**src/rtl/recirc_ctrl_pkg.sv**
```systemverilog
`default_nettype none
// ============================================================================
// Module      : recirc_ctrl_pkg
// Description : Shared definitions for the recirculation controller: the
//               FSM state encoding and the default word width.
// Revision    : 1.0 - initial release
// ============================================================================
package recirc_ctrl_pkg;

  // The encoding is visible on the state output, so the values are fixed.
  typedef enum logic [1:0] {
    ST_RESET = 2'd0,
    ST_INIT  = 2'd1,
    ST_RUN   = 2'd2,
    ST_STALL = 2'd3
  } state_e;

  localparam int unsigned C_DATA_W_DEF = 32;

  // RUN and STALL are the states in which words may move.
  function automatic logic is_operational(input state_e s);
    return (s == ST_RUN) || (s == ST_STALL);
  endfunction

endpackage
`default_nettype wire

```
**src/rtl/recirc_fifo.sv**
```systemverilog
`default_nettype none
// ============================================================================
// Module      : recirc_fifo
// Description : Small synchronous in-order FIFO holding recirculated words.
//               Head word is presented combinationally from the read pointer.
// Revision    : 1.0 - initial release
// Ports       : clk_i        clock, rising edge
//               reset_i      asynchronous active-high reset (empties FIFO)
//               flush_i      synchronous flush, overrides push/pop
//               push_i       write push_data_i (caller guarantees !full)
//               push_data_i  word to store
//               pop_i        drop head word (caller guarantees !empty)
//               head_o       current head word
//               full_o       all FIFO_DEPTH entries occupied
//               empty_o      no entries occupied
// ============================================================================
module recirc_fifo #(
  parameter int DATA_W     = 32,
  parameter int FIFO_DEPTH = 4      // power of two, >= 2
) (
  input  logic              clk_i,
  input  logic              reset_i,
  input  logic              flush_i,
  input  logic              push_i,
  input  logic [DATA_W-1:0] push_data_i,
  input  logic              pop_i,
  output logic [DATA_W-1:0] head_o,
  output logic              full_o,
  output logic              empty_o
);

  localparam int AW = $clog2(FIFO_DEPTH);

  // One extra pointer bit distinguishes full from empty when the index bits match.
  logic [AW:0]       wr_ptr_q;
  logic [AW:0]       rd_ptr_q;
  logic [DATA_W-1:0] mem_q [FIFO_DEPTH];

  always_ff @(posedge clk_i or posedge reset_i) begin
    if (reset_i) begin
      wr_ptr_q <= '0;
      rd_ptr_q <= '0;
    end else if (flush_i) begin
      wr_ptr_q <= '0;
      rd_ptr_q <= '0;
    end else begin
      if (push_i) wr_ptr_q <= wr_ptr_q + 1'b1;
      if (pop_i)  rd_ptr_q <= rd_ptr_q + 1'b1;
    end
  end

  // Storage needs no reset: an entry is only read after it has been written.
  always_ff @(posedge clk_i) begin
    if (push_i && !flush_i) mem_q[wr_ptr_q[AW-1:0]] <= push_data_i;
  end

  assign head_o  = mem_q[rd_ptr_q[AW-1:0]];
  assign empty_o = (wr_ptr_q == rd_ptr_q);
  assign full_o  = (wr_ptr_q[AW-1:0] == rd_ptr_q[AW-1:0]) &&
                   (wr_ptr_q[AW] != rd_ptr_q[AW]);

endmodule
`default_nettype wire

```
**src/rtl/recirc_ctrl.sv**
```systemverilog
`default_nettype none
// ============================================================================
// Module      : recirc_ctrl
// Description : Sequencing controller for the recirculation demux ahead of
//               the striping stage. Selects forward/recirculate, picks the
//               demux input word, holds returned words in order and replays
//               them ahead of new input. Handles bring-up and stall health.
// Revision    : 1.0 - initial release
// Ports       : clk_i           clock, rising edge
//               reset_i         asynchronous active-high reset
//               init_i          bring-up (re)start pulse
//               in_valid_i      upstream word present
//               in_data_i       upstream word
//               in_ready_o      upstream word accepted when valid & ready
//               stripe_ready_i  striping stage can take a word
//               active_o        demux select: 1 forward, 0 recirculate
//               mux_data_o      demux din
//               block_data_i    demux out_block (returned word)
//               state_o         RESET=0 INIT=1 RUN=2 STALL=3
//               recirc_count_o  saturating recirculation counter
//               stall_err_o     sticky stall timeout
// ============================================================================
module recirc_ctrl
  import recirc_ctrl_pkg::*;
#(
  parameter int DATA_W      = C_DATA_W_DEF,
  parameter int FIFO_DEPTH  = 4,
  parameter int INIT_CYCLES = 4,    // 1..256
  parameter int MAX_STALL   = 15    // 1..255
) (
  input  logic              clk_i,
  input  logic              reset_i,
  input  logic              init_i,
  input  logic              in_valid_i,
  input  logic [DATA_W-1:0] in_data_i,
  output logic              in_ready_o,
  input  logic              stripe_ready_i,
  output logic              active_o,
  output logic [DATA_W-1:0] mux_data_o,
  input  logic [DATA_W-1:0] block_data_i,
  output logic [1:0]        state_o,
  output logic [7:0]        recirc_count_o,
  output logic              stall_err_o
);

  localparam logic [7:0] C_INIT_LAST  = 8'(INIT_CYCLES - 1);
  localparam logic [7:0] C_STALL_LAST = 8'(MAX_STALL - 1);

  state_e      state_q;
  logic [7:0]  init_cnt_q;
  logic [7:0]  stall_cnt_q;
  logic [7:0]  recirc_cnt_q;
  logic        stall_err_q;

  logic              w_op;
  logic              w_present;
  logic              w_full;
  logic              w_empty;
  logic              w_push;
  logic              w_pop;
  logic              w_flush;
  logic [DATA_W-1:0] w_head;
  logic [DATA_W-1:0] w_push_data_d;

  assign w_op      = is_operational(state_q);
  assign w_present = !w_empty || in_valid_i;

  assign active_o   = w_op && w_present && stripe_ready_i;
  // Held words always go before new input to keep order.
  assign mux_data_o = (w_op && w_present) ? (w_empty ? in_data_i : w_head) : '0;
  // Deliberately ignores a same-cycle pop so the full check stays registered-only.
  assign in_ready_o = w_op && !w_full;

  assign w_pop   = active_o && !w_empty;
  // An accepted word is held unless it went straight through the demux.
  assign w_push  = in_valid_i && in_ready_o && !(w_empty && stripe_ready_i);
  // When empty the input word itself was on din and came back via out_block.
  assign w_push_data_d = w_empty ? block_data_i : in_data_i;
  assign w_flush = w_op && init_i;

  recirc_fifo #(
    .DATA_W     (DATA_W),
    .FIFO_DEPTH (FIFO_DEPTH)
  ) u_fifo (
    .clk_i       (clk_i),
    .reset_i     (reset_i),
    .flush_i     (w_flush),
    .push_i      (w_push),
    .push_data_i (w_push_data_d),
    .pop_i       (w_pop),
    .head_o      (w_head),
    .full_o      (w_full),
    .empty_o     (w_empty)
  );

  always_ff @(posedge clk_i or posedge reset_i) begin
    if (reset_i) begin
      state_q      <= ST_RESET;
      init_cnt_q   <= '0;
      stall_cnt_q  <= '0;
      recirc_cnt_q <= '0;
      stall_err_q  <= 1'b0;
    end else begin
      if (w_op && w_present && !stripe_ready_i && (recirc_cnt_q != 8'hFF))
        recirc_cnt_q <= recirc_cnt_q + 8'd1;

      case (state_q)
        ST_RESET: begin
          if (init_i) begin
            state_q    <= ST_INIT;
            init_cnt_q <= '0;
          end
        end
        ST_INIT: begin
          if (init_i)                        init_cnt_q <= '0;
          else if (init_cnt_q == C_INIT_LAST) state_q   <= ST_RUN;
          else                               init_cnt_q <= init_cnt_q + 8'd1;
        end
        ST_RUN: begin
          if (!init_i && w_full && !stripe_ready_i) state_q <= ST_STALL;
        end
        ST_STALL: begin
          if (!init_i) begin
            if (stripe_ready_i) begin
              state_q     <= ST_RUN;
              stall_cnt_q <= '0;
            end else begin
              if (stall_cnt_q != 8'hFF)        stall_cnt_q <= stall_cnt_q + 8'd1;
              if (stall_cnt_q == C_STALL_LAST) stall_err_q <= 1'b1;
            end
          end
        end
        default: state_q <= ST_RESET;
      endcase

      // Restart from RUN/STALL wins over everything above.
      if (w_op && init_i) begin
        state_q      <= ST_INIT;
        init_cnt_q   <= '0;
        stall_cnt_q  <= '0;
        recirc_cnt_q <= '0;
        stall_err_q  <= 1'b0;
      end
    end
  end

  assign state_o        = state_q;
  assign recirc_count_o = recirc_cnt_q;
  assign stall_err_o    = stall_err_q;

endmodule
`default_nettype wire

```
**config.mk**
```make
export PLATFORM = sky130hd
export DESIGN_NAME = recirc_ctrl
export DESIGN_NICKNAME = d
export VERILOG_FILES = /design/src/rtl/recirc_ctrl_pkg.sv /design/src/rtl/recirc_fifo.sv /design/src/rtl/recirc_ctrl.sv
export SDC_FILE = /design/constraint.sdc
export NUM_CORES = 1
export LEC_CHECK = 0
export ABC_AREA = 1
export CAP_MARGIN = 20
export CELL_PAD_IN_SITES_DETAIL_PLACEMENT = 1
export CELL_PAD_IN_SITES_GLOBAL_PLACEMENT = 2
export CORE_ASPECT_RATIO = 1.4
export CORE_MARGIN = 3
export CORE_UTILIZATION = 35
export DETAILED_ROUTE_END_ITERATION = 7
export GPL_ROUTABILITY_DRIVEN = 0
export GPL_TIMING_DRIVEN = 0
export PLACE_DENSITY = 0.89
export SLEW_MARGIN = 0
export SYNTH_ARGS = -nofsm -noshare
export SYNTH_HDL_FRONTEND = slang
export SYNTH_SLANG_ARGS = --single-unit
```
**constraint.sdc**
```tcl
create_clock -name clk_i -period 3.25 [get_ports clk_i]
set_input_delay 0.65 -clock clk_i [delete_from_list [all_inputs] [get_ports clk_i]]
set_output_delay 0.65 -clock clk_i [all_outputs]
set_load 0.01 [all_outputs]
```
==> results of run 1 <==
[through the flow]
stage | worst slack [ns] | std cells | area, sq um
2_1_floorplan | 0.274 | 767 | 7710
3_3_place_gp | -1.62 | 1171 | 9190
3_5_place_dp | -0.380 | 1175 | 9320
4_1_cts | -0.112 | 1207 | 9990
5_1_grt | -0.00372 | 1207 | 10000
6_report | 0.138 | 1207 | 10000
[layout make-up]
| type | count | area, sq um |
|---|---|---|
| fillers | 2417 | 11400 |
| flip-flops and latches | 161 | 4670 |
| multi-input cells | 528 | 2810 |
| repair buffers | 116 | 1190 |
| clock buffers | 17 | 425 |
| well taps | 292 | 365 |
| plain buffers | 38 | 223 |
| clock inverters | 15 | 191 |
| inverters | 40 | 150 |
[layer usage]
metal	vias up	global-route usage (%)
met5	-	0
met4	0	5.97
met3	25	3.77
met2	139	34.8
met1	2985	21.8
li1	2910	-
[power by group through the flow]
stage / Sequential [uW] / Combinational, uW / Clock, uW
after global routing: 2810 / 4410 / 2190
after CTS: 2780 / 4020 / 2100
after detailed placement: 2820 / 4050 / 0
final: 2790 / 3990 / 2070
after global placement: 2820 / 3920 / 0
after floorplan: 2790 / 2300 / 0
[synth_stat cells (all sizes together), types with 11 or more instances]
library cell and count:
a211oi 31, nor2 160, buf 28, a21oi 11
inv 39, dfrtp 33, mux2 32, nand3 59
nand2 144, edfxtp 128, nand4 13, o21ai 44
[cells by family (layout without fill, tap and decap cells)]
kind of cell,Yosys count,in the layout,share of synthesized area [%]
buffers and inverters,78,226,4.25
xor gates and xnor gates,10,10,1.23
muxes,32,32,4.68
AOI/OAI and AO/OA,90,90,7.06
DFF,161,161,60.6
adders and majority gates,9,9,1.46
and+or+nand+nor,387,387,20.7
[final timing paths]
path | startpoint | to | depth (start not counted)
worst min-delay path | init_i | init_cnt_q[1] | 2
worst max register to register | u_fifo.wr_ptr_q[0] | u_fifo.mem_q[1][6] | 9
worst max-delay path | u_fifo.wr_ptr_q[0] | mux_data_o[1] | 8
worst min register to register | stall_cnt_q[3] | stall_cnt_q[3] | 2
max in group asynchronous | reset_i | u_fifo.rd_ptr_q[1] | 2
min in group asynchronous | reset_i | stall_cnt_q[0] | 2
[registers in the layout, indices dropped and copies added, names as in the netlist]
signal and flops:
state_o 2, u_fifo.wr_ptr_q 3, stall_cnt_q 8, recirc_count_o 8
stall_err_o 1, u_fifo.mem_q 128, init_cnt_q 8, u_fifo.rd_ptr_q 3
[repair_timing]
item | 4_1_cts | 5_1_grt
resized for setup | 55 | 16
pin swaps | 0 | 2
endpoints found under the setup margin | 33 | 6
hold endpoints to repair | 0 | 0
==> flow_summary_export.csv, run 1 <==
group,metric,value,unit
sta,min_period,3.11,ns
sta,min_period_over_period,95.8,%
cells_and_area,post-route-util,46.8,%
clocking,cts_buffers,17,
detailed_routing,drtIter0Drc,378,
floorplanning,io_pins,114,
worst_setup_path,path_max_fanout,10,
worst_setup_path,path_cells,"inv_1 -> nand2_1 -> nand2_2 -> nand3_4 -> buf_6 -> buf_2 -> a211oi_2 -> dlygate4sd2_1",
floorplanning,die_height,182,um
synthesis,async_reset_ff_share,20.5,%
global_routing,antenna_found_initial,0,
floorplanning,rows,63,
sta,maxSlewHeadroom,49.5,%
floorplanning,initial_utilization,35.9,%
synthesis,ys_seq_area_share,60.6,%
clocking,clock_sinks,161,
worst_setup_path,path_class,"flip-flop to output port",
clocking,cts_max_path_buffers,2,
global_routing,grt_pass1_vias,6639,
synthesis,synthFlopType,"edfxtp_1",
clocking,cts-root-buf,"clkbuf_16",
placed_design,hpwlAfterDp,15400,um
power,power_switching,3550,uW
sta,hold_ws,0.510,ns
detailed_routing,wl_met1,8880,um
placed_design,port_buffers,112,
cells_and_area,areaGrowthSynthToFinish,30.1,%
worst_setup_path,worstPathArrival,2.46,ns
sta,hold_viol,0,
synthesis,ys_ff_latch,161,
synthesis,synth_top_cell_by_area,"edfxtp_1",
synthesis,avgSynthCellArea,10.0,sq um
detailed_routing,remaining_drc_errors,0,
worst_setup_path,critPathMaxStageDelay,0.44,ns
floorplanning,dieWidth,131,um
detailed_routing,highest_layer,"met4",
sta,skew,0.0121,ns
sta,setup_violations,0,
floorplanning,core_area,21400,sq um
detailed_routing,dr_total_vias,6059,
power,p_seq_share,31.5,%
sta,drv_slew,0,
power,finalPower,8850,uW
power,power_per_cell_area,883,nW/um^2
detailed_routing,wl_met3,947,um
run,cap_violations,0,
worst_setup_path,slowest_stage,"dfrtp_2",
power,switching_share,40.1,%
sta,fin_setup_tns,0,ns
detailed_routing,drtAntennaViolNets,0,
worst_setup_path,r2r_slack,0.53,ns
cells_and_area,diodes,0,
clocking,post_cts_buffers,0,
global_routing,overflow,0,
synthesis,syn_area,7710,sq um
sta,fmax,0.321,GHz
clocking,htreeDepth,4,
global_routing,track_usage,18.8,%
global_routing,grt_start_max_net_pins,34,
cells_and_area,drive_gt1_share,13.9,%
detailed_routing,wl_met2,11900,um
cells_and_area,nNetsFinal,980,
power,combPwrFrac,45.1,%
synthesis,synth.distinct_cells,32,
power,p_leak,0.00398,uW
synthesis,synth-edff-count,128,
hold_path,min_path_type,"input pin to flip-flop",
worst_setup_path,endpoint_kind,"output port",
power,clock_power_share,23.4,%
sta,tightest_slew,0.757,ns
clocking,cts_hold_buffers,0,
detailed_routing,vias_per_cell,5.02,
clocking,clkLatencyLatePin,0.43,ns
cells_and_area,final_common_cell,"nor2_1",
floorplanning,die-area,23900,sq um
detailed_routing,wirelength,22100,um
outcome,status,"finished, final reports clean",
synthesis,yosys-top-cells-area,"edfxtp_1 50%, dfrtp_1 11%, nor2_1 7.8%",
power,power.internal,5300,uW
synthesis,yosysTopAreaCellShare,49.9,%
cells_and_area,layout_common_cells,"156 x nor2_1, 138 x nand2_1, 128 x edfxtp_1, 80 x clkdlybuf4s50_1, 58 x nand3_1",
clocking,clk_pin_slew,0.07,ns
worst_setup_path,path_buf_inv,4,
worst_setup_path,start_kind,"flip-flop",
worst_setup_path,crit_required,2.60,ns
clocking,tritoncts,"yes",
synthesis,netlist_instances,767,
global_routing,grt_pass1_wl,35400,um
detailed_routing,firstDrtPassIters,5,
synthesis,ys_warn_count,0,
detailed_routing,detail_route.wl_per_cell,18.3,um
power,peakVddDrop,0.387,mV
worst_setup_path,crit_family,"buffers and inverters",
synthesis,synth.net_count,845,
No activity file was read; power rests on OpenSTA's default activity.
==> run 2, diff against run 1 <==
--- a/config.mk
+++ b/config.mk
@@ -7,3 +7,2 @@
 export LEC_CHECK = 0
-export ABC_AREA = 1
 export CAP_MARGIN = 20
@@ -12,4 +11,3 @@
 export CORE_ASPECT_RATIO = 1.4
-export CORE_MARGIN = 3
-export CORE_UTILIZATION = 35
+export CORE_UTILIZATION = 37
 export DETAILED_ROUTE_END_ITERATION = 7
@@ -17,3 +15,3 @@
 export GPL_TIMING_DRIVEN = 0
-export PLACE_DENSITY = 0.89
+export PLACE_DENSITY = 0.88
 export SLEW_MARGIN = 0
==> constraint.sdc (replaced) <==
create_clock -name clk_i -period 3.25 [get_ports clk_i]
set_input_delay 0.975 -clock clk_i [delete_from_list [all_inputs] [get_ports clk_i]]
set_output_delay 0.975 -clock clk_i [all_outputs]
set_load 0.01 [all_outputs]
==> flow_summary_export.csv, run 2 <==
group,metric,value,unit
hold_path,min_from,"init_cnt_q[7]",
run,cap_violations,0,
synthesis,synth.net_count,668,
sta,skew,0.00946,ns
synthesis,synth_simple_gate_area_share,15.3,%
synthesis,yosysMostFrequentCell,"nand2_1",
synthesis,synth_top_family_by_area,"simple AND/OR/NAND/NOR gates",
clocking,cts_buffers,17,
global_routing,overflow,0,
sta,setup_violations,4,
cells_and_area,stdcell_count,1012,
detailed_routing,wirelength,20000,um
worst_setup_path,path_class,"flip-flop to output port",
floorplanning,initial_utilization,37.7,%
synthesis,synth_top_cell_by_area,"edfxtp_1",
worst_setup_path,crit_required,2.27,ns
synthesis,ys_seq_area_share,62.4,%
clocking,clk_pin_slew,0.06,ns
power,finalPower,8230,uW
synthesis,ys_warn_count,0,
detailed_routing,dr_total_vias,5352,
floorplanning,die-area,20800,sq um
sta,fmax,0.305,GHz
global_routing,track_usage,20.1,%
worst_setup_path,r2r_cells,3,
hold_path,hold_path_depth,2,
worst_setup_path,worstPathArrival,2.30,ns
cells_and_area,drive_gt1_share,24.7,%
synthesis,netlist_instances,590,
floorplanning,rows,61,
floorplanning,core_area,19800,sq um
sta,min_period_over_period,101,%
clocking,cts_hold_buffers,0,
placed_design,place_inst,956,
synthesis,synth-edff-count,128,
synthesis,syn_area,7480,sq um
sta,maxSlewHeadroom,40.2,%
worst_setup_path,r2r-start,"state_o[1]",
synthesis,async_reset_ff_share,20.5,%
cells_and_area,final_common_cell,"nand2_1",
hold_path,min_path_type,"flip-flop to flip-flop",
worst_setup_path,r2r_end,"u_fifo.mem_q[2][27]",
sta,fin_ws,-0.0255,ns
sta,drv_slew,0,
worst_setup_path,path_max_fanout,8,
synthesis,ys_top_cells_by_count,"175 x nand2_1, 128 x edfxtp_1, 43 x a21oi_1",
detailed_routing,drtAntennaViolNets,0,
synthesis,synth.distinct_cells,49,
global_routing,grt_pass1_vias,5955,
sta,hold_viol,0,
power,p_leak,0.00373,uW
synthesis,ys_ff_latch,161,
worst_setup_path,r2r_slack,0.78,ns
cells_and_area,post-route-util,49.7,%
worst_setup_path,start_kind,"flip-flop",
clocking,clkLatencyLatePin,0.43,ns
detailed_routing,drtIter0Drc,289,
sta,hold_ws,0.555,ns
power,power_per_cell_area,834,nW/um^2
synthesis,synthFlopType,"edfxtp_1",
clocking,clock_sinks,161,
sta,tightest_slew,0.897,ns
cells_and_area,diodes,0,
detailed_routing,firstDrtPassIters,4,
cells_and_area,areaGrowthSynthToFinish,31.9,%
worst_setup_path,endpoint_kind,"output port",
sta,min_period,3.28,ns
detailed_routing,detail_route.wl_per_cell,19.8,um
global_routing,grt_pass1_wl,31200,um
global_routing,grt_start_max_net_pins,33,
synthesis,synthMuxAreaShare,10.4,%
detailed_routing,vias_per_cell,5.29,
sta,fin_setup_tns,-0.0707,ns
cells_and_area,nNetsFinal,825,
floorplanning,die_height,170,um
floorplanning,dieWidth,122,um
outcome,violations,"setup timing",
synthesis,yosys-top-cells-area,"edfxtp_1 51%, dfrtp_1 11%, mux4_2 9.6%",
outcome,status,"finished, violations left",
placed_design,port_buffers,112,
synthesis,synth_fa_ha_area_share,1.51,%
floorplanning,io_pins,114,
sta,rsz0062_at_grt,"yes",
synthesis,synth_compound_area_share,5.90,%
clocking,tritoncts,"yes",
clocking,htreeDepth,4,
synthesis,yosysTopAreaCellShare,51.4,%
placed_design,hpwlAfterDp,13500,um
cells_and_area,layout_common_cells,"174 x nand2_1, 128 x edfxtp_1, 78 x clkdlybuf4s50_1, 34 x buf_2, 32 x mux4_2",
global_routing,antenna_found_initial,0,
synthesis,synthXorXnorAreaFrac,2.17,%
power,peakVddDrop,0.417,mV
hold_path,min_delay_worst_endpoint,"init_cnt_q[7]",
cells_and_area,largest_register_ffs,128,
clocking,cts_max_path_buffers,2,
clocking,cts-root-buf,"clkbuf_16",
detailed_routing,remaining_drc_errors,0,
synthesis,avgSynthCellArea,12.7,sq um
run 2: worst max-delay path: stages (launching register included):
cell     delay, ns
dfrtp_1       0.40
buf_6         0.14
xor2_4        0.18
or4_4         0.59
nand2_8       0.16
buf_8         0.14
buf_6         0.10
a21oi_2       0.03
buf_2         0.13
run 2: layout make-up:
type                       instances  area [sq um]
tap                              252           315
timing repair buffer             139          1230
clock buffer                      17           425
buffer                            30           216
clock inverter                    15           139
inverter                           8          30.0
fill                            2060          9980
multi-input combinational        390          2840
sequential                       161          4670
run 2: repair_timing:
item                       CTS  global route
pin swaps                    3             0
gates resized for setup    201            12
setup endpoints to repair   34            31
buffers inserted            24             2
cloned                       3             0
run 2: through the flow:
stage	setup slack, ns	area [sq um]
2_1_floorplan	0.110	7480
3_3_place_gp	-1.74	8920
3_5_place_dp	-0.909	8980
4_1_cts	-0.0357	9920
5_1_grt	-0.0795	9870
6_report	-0.0255	9870
run 2: layer usage:
metal	part of all wire, %	vias to the layer above	GRT usage [%]	routed length, um
met3	3.5	22	3.59	709
li1	-	2474	-	-
met5	0	-	0	0
met4	1.7	0	6.89	337
met1	39	2735	22.4	7880
met2	55	121	37.6	11100
run 2: logic make-up (layout without fill, tap and decap cells):
logic type,after synthesis,after routing
adder cells (fa/ha/maj),9,9
buffers and inverters,39,209
flip-flops,161,161
AO/OA/AOI/OAI,74,74
XOR/XNOR,16,16
multiplexers,38,38
AND/OR/NAND/NOR,253,253
run 2: power by group:
group	switching (uW)	leakage, uW	internal, uW
Combinational	2170	0.00186	1280
Sequential	106	0.00160	2760
Clock	898	0.000268	1020
Total	3170	0.00373	5060
run 2: worst max path at each step:
stage                          to  slack, ns               start  cells past startpoint
2_1_floorplan  u_fifo.mem_q[3][0]       0.11      stripe_ready_i                      3
3_3_place_gp   u_fifo.mem_q[3][7]      -1.74      stripe_ready_i                      4
3_5_place_dp       mux_data_o[26]      -0.91          in_valid_i                      6
4_1_cts            mux_data_o[23]      -0.04  u_fifo.rd_ptr_q[0]                      8
5_1_grt            mux_data_o[17]      -0.08  u_fifo.rd_ptr_q[0]                      8
6_report           mux_data_o[26]      -0.03  u_fifo.rd_ptr_q[0]                      8
